--- src/rtl/valid_ready_memory.sv ---
`default_nettype none
// +--------------------------------------------------------------------------+
// | Module      : valid_ready_memory                                         |
// | Description : Single-port synchronous RAM behind a valid/ready request   |
// |               port. Each accepted request is a one-word write or read.   |
// |               Read data is registered and appears one cycle after the    |
// |               accepting edge.                                            |
// | Ports       : clk_i    - clock, all logic on posedge                     |
// |               rst_i    - synchronous reset, ACTIVE-LOW despite the name  |
// |               addr_i   - word address of the request                     |
// |               wdata_i  - write data (used when wr_rd_i=1)                |
// |               rdata_o  - registered read data                            |
// |               wr_rd_i  - 1 = write, 0 = read                             |
// |               valid_i  - request valid                                   |
// |               ready_o  - registered; 1 once out of reset, never stalls   |
// | Options     : MEM_RDATA_HOLD_EN - when defined, rdata_o holds the last   |
// |               read value through idle and write cycles; otherwise it     |
// |               returns to 0 on every edge that does not accept a read.    |
// | Revision    : 1.0 - initial release                                      |
// +--------------------------------------------------------------------------+
module valid_ready_memory #(
    parameter int WIDTH      = 16,
    parameter int DEPTH      = 16,
    parameter int ADDR_WIDTH = $clog2(DEPTH)
) (
    input  logic                  clk_i,
    input  logic                  rst_i,
    input  logic [ADDR_WIDTH-1:0] addr_i,
    input  logic [WIDTH-1:0]      wdata_i,
    output logic [WIDTH-1:0]      rdata_o,
    input  logic                  wr_rd_i,
    input  logic                  valid_i,
    output logic                  ready_o
);

    localparam logic [ADDR_WIDTH:0] c_DEPTH = DEPTH[ADDR_WIDTH:0];

    logic [WIDTH-1:0] r_mem [DEPTH];
    logic [WIDTH-1:0] r_rdata;
    logic             r_ready;

    logic             w_accept;
    logic             w_in_range;

    // A request only counts once ready_o is already high, so a request on the
    // edge that releases reset is not taken.
    assign w_accept = valid_i && r_ready;

    // Addresses beyond DEPTH can only exist when DEPTH is not a power of two.
    generate
        if ((1 << ADDR_WIDTH) == DEPTH) begin : g_pow2_depth
            assign w_in_range = 1'b1;
        end else begin : g_partial_depth
            assign w_in_range = ({1'b0, addr_i} < c_DEPTH);
        end
    endgenerate

    // Storage: cleared in full by reset, written only on accepted in-range writes.
    always_ff @(posedge clk_i) begin
        if (!rst_i) begin
            for (int i = 0; i < DEPTH; i++) begin
                r_mem[i] <= '0;
            end
        end else if (w_accept && wr_rd_i && w_in_range) begin
            r_mem[addr_i] <= wdata_i;
        end
    end

    // Handshake and read-data registers.
    always_ff @(posedge clk_i) begin
        if (!rst_i) begin
            r_ready <= 1'b0;
            r_rdata <= '0;
        end else begin
            r_ready <= 1'b1;
            if (w_accept && !wr_rd_i) begin
                r_rdata <= w_in_range ? r_mem[addr_i] : '0;
            end else begin
`ifdef MEM_RDATA_HOLD_EN
                r_rdata <= r_rdata;
`else
                r_rdata <= '0;
`endif
            end
        end
    end

    assign rdata_o = r_rdata;
    assign ready_o = r_ready;

endmodule
`default_nettype wire

--- config.mk ---
export PLATFORM = sky130hd
export DESIGN_NAME = valid_ready_memory
export DESIGN_NICKNAME = d
export VERILOG_FILES = /design/src/rtl/valid_ready_memory.sv
export SDC_FILE = /design/constraint.sdc
export NUM_CORES = 1
export LEC_CHECK = 0
export ABC_CLOCK_PERIOD_IN_PS = 5200
export BUFFER_PORTS_ARGS = -buffer_cell sky130_fd_sc_hd__clkbuf_2
export CELL_PAD_IN_SITES_DETAIL_PLACEMENT = 1
export CELL_PAD_IN_SITES_GLOBAL_PLACEMENT = 1
export CORE_MARGIN = 2
export CORE_UTILIZATION = 57
export CTS_CLUSTER_SIZE = 16
export DETAILED_ROUTE_END_ITERATION = 6
export HOLD_SLACK_MARGIN = 0.1
export PLACE_DENSITY = 0.86
export SYNTH_ARGS = -nofsm -noshare
export SYNTH_HDL_FRONTEND = slang
export SYNTH_SLANG_ARGS = --single-unit
--- constraint.sdc ---
create_clock -name clk_i -period 5.2 [get_ports clk_i]
set_input_delay 0.26 -clock clk_i [delete_from_list [all_inputs] [get_ports clk_i]]
set_output_delay 0.26 -clock clk_i [all_outputs]
set_load 0.005 [all_outputs]
Word level (Yosys, flattened, before mapping)
Memory sizes are Yosys's and may differ from the RTL's. A register that Yosys moved wholly into a read port is not among the register bits.
Index checks and enable logic that the tools add are counted.
{"block": "word_totals", "register_bits": 1, "latchBits": 0, "mem_bits_rw": 256, "romBits": 0, "in_bits": 24, "out_inout_bits": 17, "wordCells": 17, "n_memories": 1}
{"block": "op_classes", "add_sub_neg": 0, "mul": 0, "n_div": 0, "order_cmp": 0, "eq_ne": 0, "shifts": 0, "mux": 8, "n_bitwise": 0, "n_reduce_logical": 7}
{"name": "r_mem", "depth": 16, "word_bits": 16, "rd": 1, "rd_clocked_by_memory_dff": 1, "wr": 16, "line": "38", "text": "logic [WIDTH-1:0] r_mem [DEPTH];"}
{"cell": "$mux 16", "count": 1}
{"cell": "$reduce_or 16->1", "count": 1}
{"cell": "$mux 1", "count": 6}
{"cell": "$mux 4", "count": 1}
{"cell": "$logic_and 1x1->1", "count": 3}
{"cell": "$logic_not 1->1", "count": 2}
{"cell": "$reduce_and 2->1", "count": 1}

Logic depth before layout (Yosys ltp)
{"block": "logic_depth", "word_depth": 7, "ltp_mapped": 6, "ltp_nobuf": 3}

Worst setup path before layout
Ideal clock, no wire load.
{"block": "synth_path", "path_type": "register to register", "start": "register r_ready, in the netlist ready_o", "end": "memory r_mem[3][0], enable pin", "setup_ns": 0.375, "arrival_ns": 1.673, "required_ns": 4.825, "slack_ns": 3.152, "path_stages_with_launch": 5, "n_path_buf": 1, "period_less_slack_ns": 2.048, "cell_sequence": "dfxtp_1 nand4_4 buf_12 nor4_4 nand2b_1"}
{"element": "start, declared", "line": "40", "text": "logic r_ready;"}
{"element": "start signal, assigned", "line": "72", "text": "r_ready <= 1'b0;"}
{"element": "start signal, assigned", "line": "75", "text": "r_ready <= 1'b1;"}
{"element": "end, declared", "line": "38"}

==> impl_metrics.toml <==
[status]
outcome = "completed"

[critical_path]
worstPathArrival_ns = 3.10
critPathSlowestCell = "nor4_4"
crit_path_start = "ready_o"
worst_setup_path_start_kind = "flip-flop"
crit_fanout = 17
cp_num_buf_inv = 0
path_cells = "nand4_4, nor4_4, nand2b_1"
endpoint_kind = "flip-flop"
critPathTopFamily = "simple AND/OR/NAND/NOR gates"
worst-setup-path-type = "reg2reg"
slowest_delay_ns = 0.85
critPathRequiredTime_ns = 5.37
timing.rr.start = "ready_o"

[routing]
drt_wl_total_um = 36700
num_vias = 7133
dr.pass1.iters = 5
viasPerCell = 6.67
avgRoutedWirePerCell_um = 34.3
drcViolationCount = 0
drtIter0Drc = 856
ant_nets = 0

[power_and_ir_drop]
power_density_nw_per_um2 = 355
peakVddDrop_mv = 0.387
power.leakage_nw = 4.98

[timing]
final.min_clock_period_ns = 2.92
maxSlewHeadroom = 0.207
max_freq_mhz = 342
rsz0062_at_grt = "false"
tns_ns = 0
clock_skew_ns = 0.0115
hold_viol = 0
slew_violations = 0
setup_viol = 0
fin_crit_sh = 0.562
fin_ws_ns = 2.28
tightest_slew_ns = 1.19

[clocking]
cts_resized = 0
cts_setup_buffers = 0
hold_buffers = 0
clockBufferDepth = 3
cts_made_buffers = 29
clk_pin_slew_worst_paths_ns = 0.06
clock-sinks = 273
cts_tree = "built"
clk_latency_ns = 0.55
htreeDepth = 1
clockRootBuffer = "clkbuf_16"

[floorplanning]
row_count = 53
initial_utilization = 0.586
ioPinCount = 41
fp.dieArea_um2 = 22900
dieWidth_um = 151
die_h_um = 151
core_um2 = 21200

[yosys]
ys_seq_area_frac = 0.648
syn_nets = 787
netlist_instances = 763
syn_area_um2 = 12400
syn_area_per_cell_um2 = 16.2
synth_cell_type_count = 22
yosysWarnings = 0
synth_seq_cells = 273

[placed_design]
io_buffers = 40
dp_slack_ns = 1.74
hpwl_um = 23300
place.gp.congestion = 0.942

[grt]
grt_pass1_wl_um = 52000
grt_max_degree = 57
gr-total-overflow = 0
grt.total_usage = 0.334
grt_antenna_before_repair = 3
grt_pass1_vias = 7164

[final_layout]
final_common_cell = "and2_1"
final_cell_mix = "and2_1 (257), edfxtp_1 (256), mux4_2 (64)"
nNetsFinal = 797
area_growth_pct = 9.04
antennaDiodeCount = 0
drive_gt1_frac = 0.203

[job]
maxCapViolCount = 0

[hold_path]
min-delay-start = "rst_i"
min_path_type = "in2reg"
[metrics by stage]
step	power [mW]	util	hold WS (ns)	instance area (um2)	instances
3_5_place_dp	2.80	0.596	0.643	12600	1017
5_1_grt	4.88	0.639	0.312	13500	1069
3_3_place_gp	2.78	0.596	0.638	12600	1017
6_report	4.80	0.639	0.335	13500	1069
4_1_cts	4.80	0.639	0.312	13500	1069
2_1_floorplan	2.68	-	0.288	12400	763
[path summary, 6_finish.rpt]
path,slack [ns],to,cells past startpoint
max,2.28,r_mem[3][4],3
min,0.34,ready_o,1
max reg2reg,2.28,r_mem[3][4],3
min reg2reg,0.77,rdata_o[4],3
[report_power, final]
| part | switching [mW] | internal, mW |
|---|---|---|
| sequential | 0.0356 | 2.46 |
| combinational | 0.192 | 0.0810 |
| clock | 0.840 | 1.20 |
[logic make-up (layout without fill, tap and decap cells)]
| family | after synthesis | count (layout) | synth area share |
|---|---|---|---|
| and+or+nand+nor | 329 | 329 | 0.184 |
| muxes | 80 | 80 | 0.129 |
| DFF | 273 | 273 | 0.648 |
| buffers and inverters | 65 | 96 | 0.0292 |
| AOI/OAI and AO/OA | 16 | 16 | 0.00969 |
[synth_stat cells, drive strengths merged]
library cell	number	area, um2
nand2b	13	81.3
nand2	1	3.75
dfxtp	17	340
or2	1	6.26
nand4	1	21.3
nor2b	1	6.26
and2	257	1610
or2b	6	45.0
buf	30	230
and4b	1	10.0
nor4	16	340
mux2i	16	160
mux4	64	1440
inv	2	7.51
clkbuf	33	124
o211ai	16	120
nand3	32	160
edfxtp	256	7690
[routing by layer]
metal	track usage	routed length [um]
met5	0	33
met4	0.111	1440
met3	0.0662	3760
met2	0.544	17700
met1	0.456	13700
[flip-flops by register name (all words and copies together), names as in the netlist]
name / flops
rdata_o: 16
ready_o: 1
r_mem: 256
[area by class of cell]
cell class | count | area (um2)
timing repair buffer | 42 | 218
clock inverter | 10 | 118
fill | 1843 | 7640
sequential | 273 | 8030
tap | 275 | 344
multi-input combinational | 425 | 4000
clock buffer | 42 | 795
inverter | 2 | 7.51
Note: power is estimated with default switching activity, not from simulation.
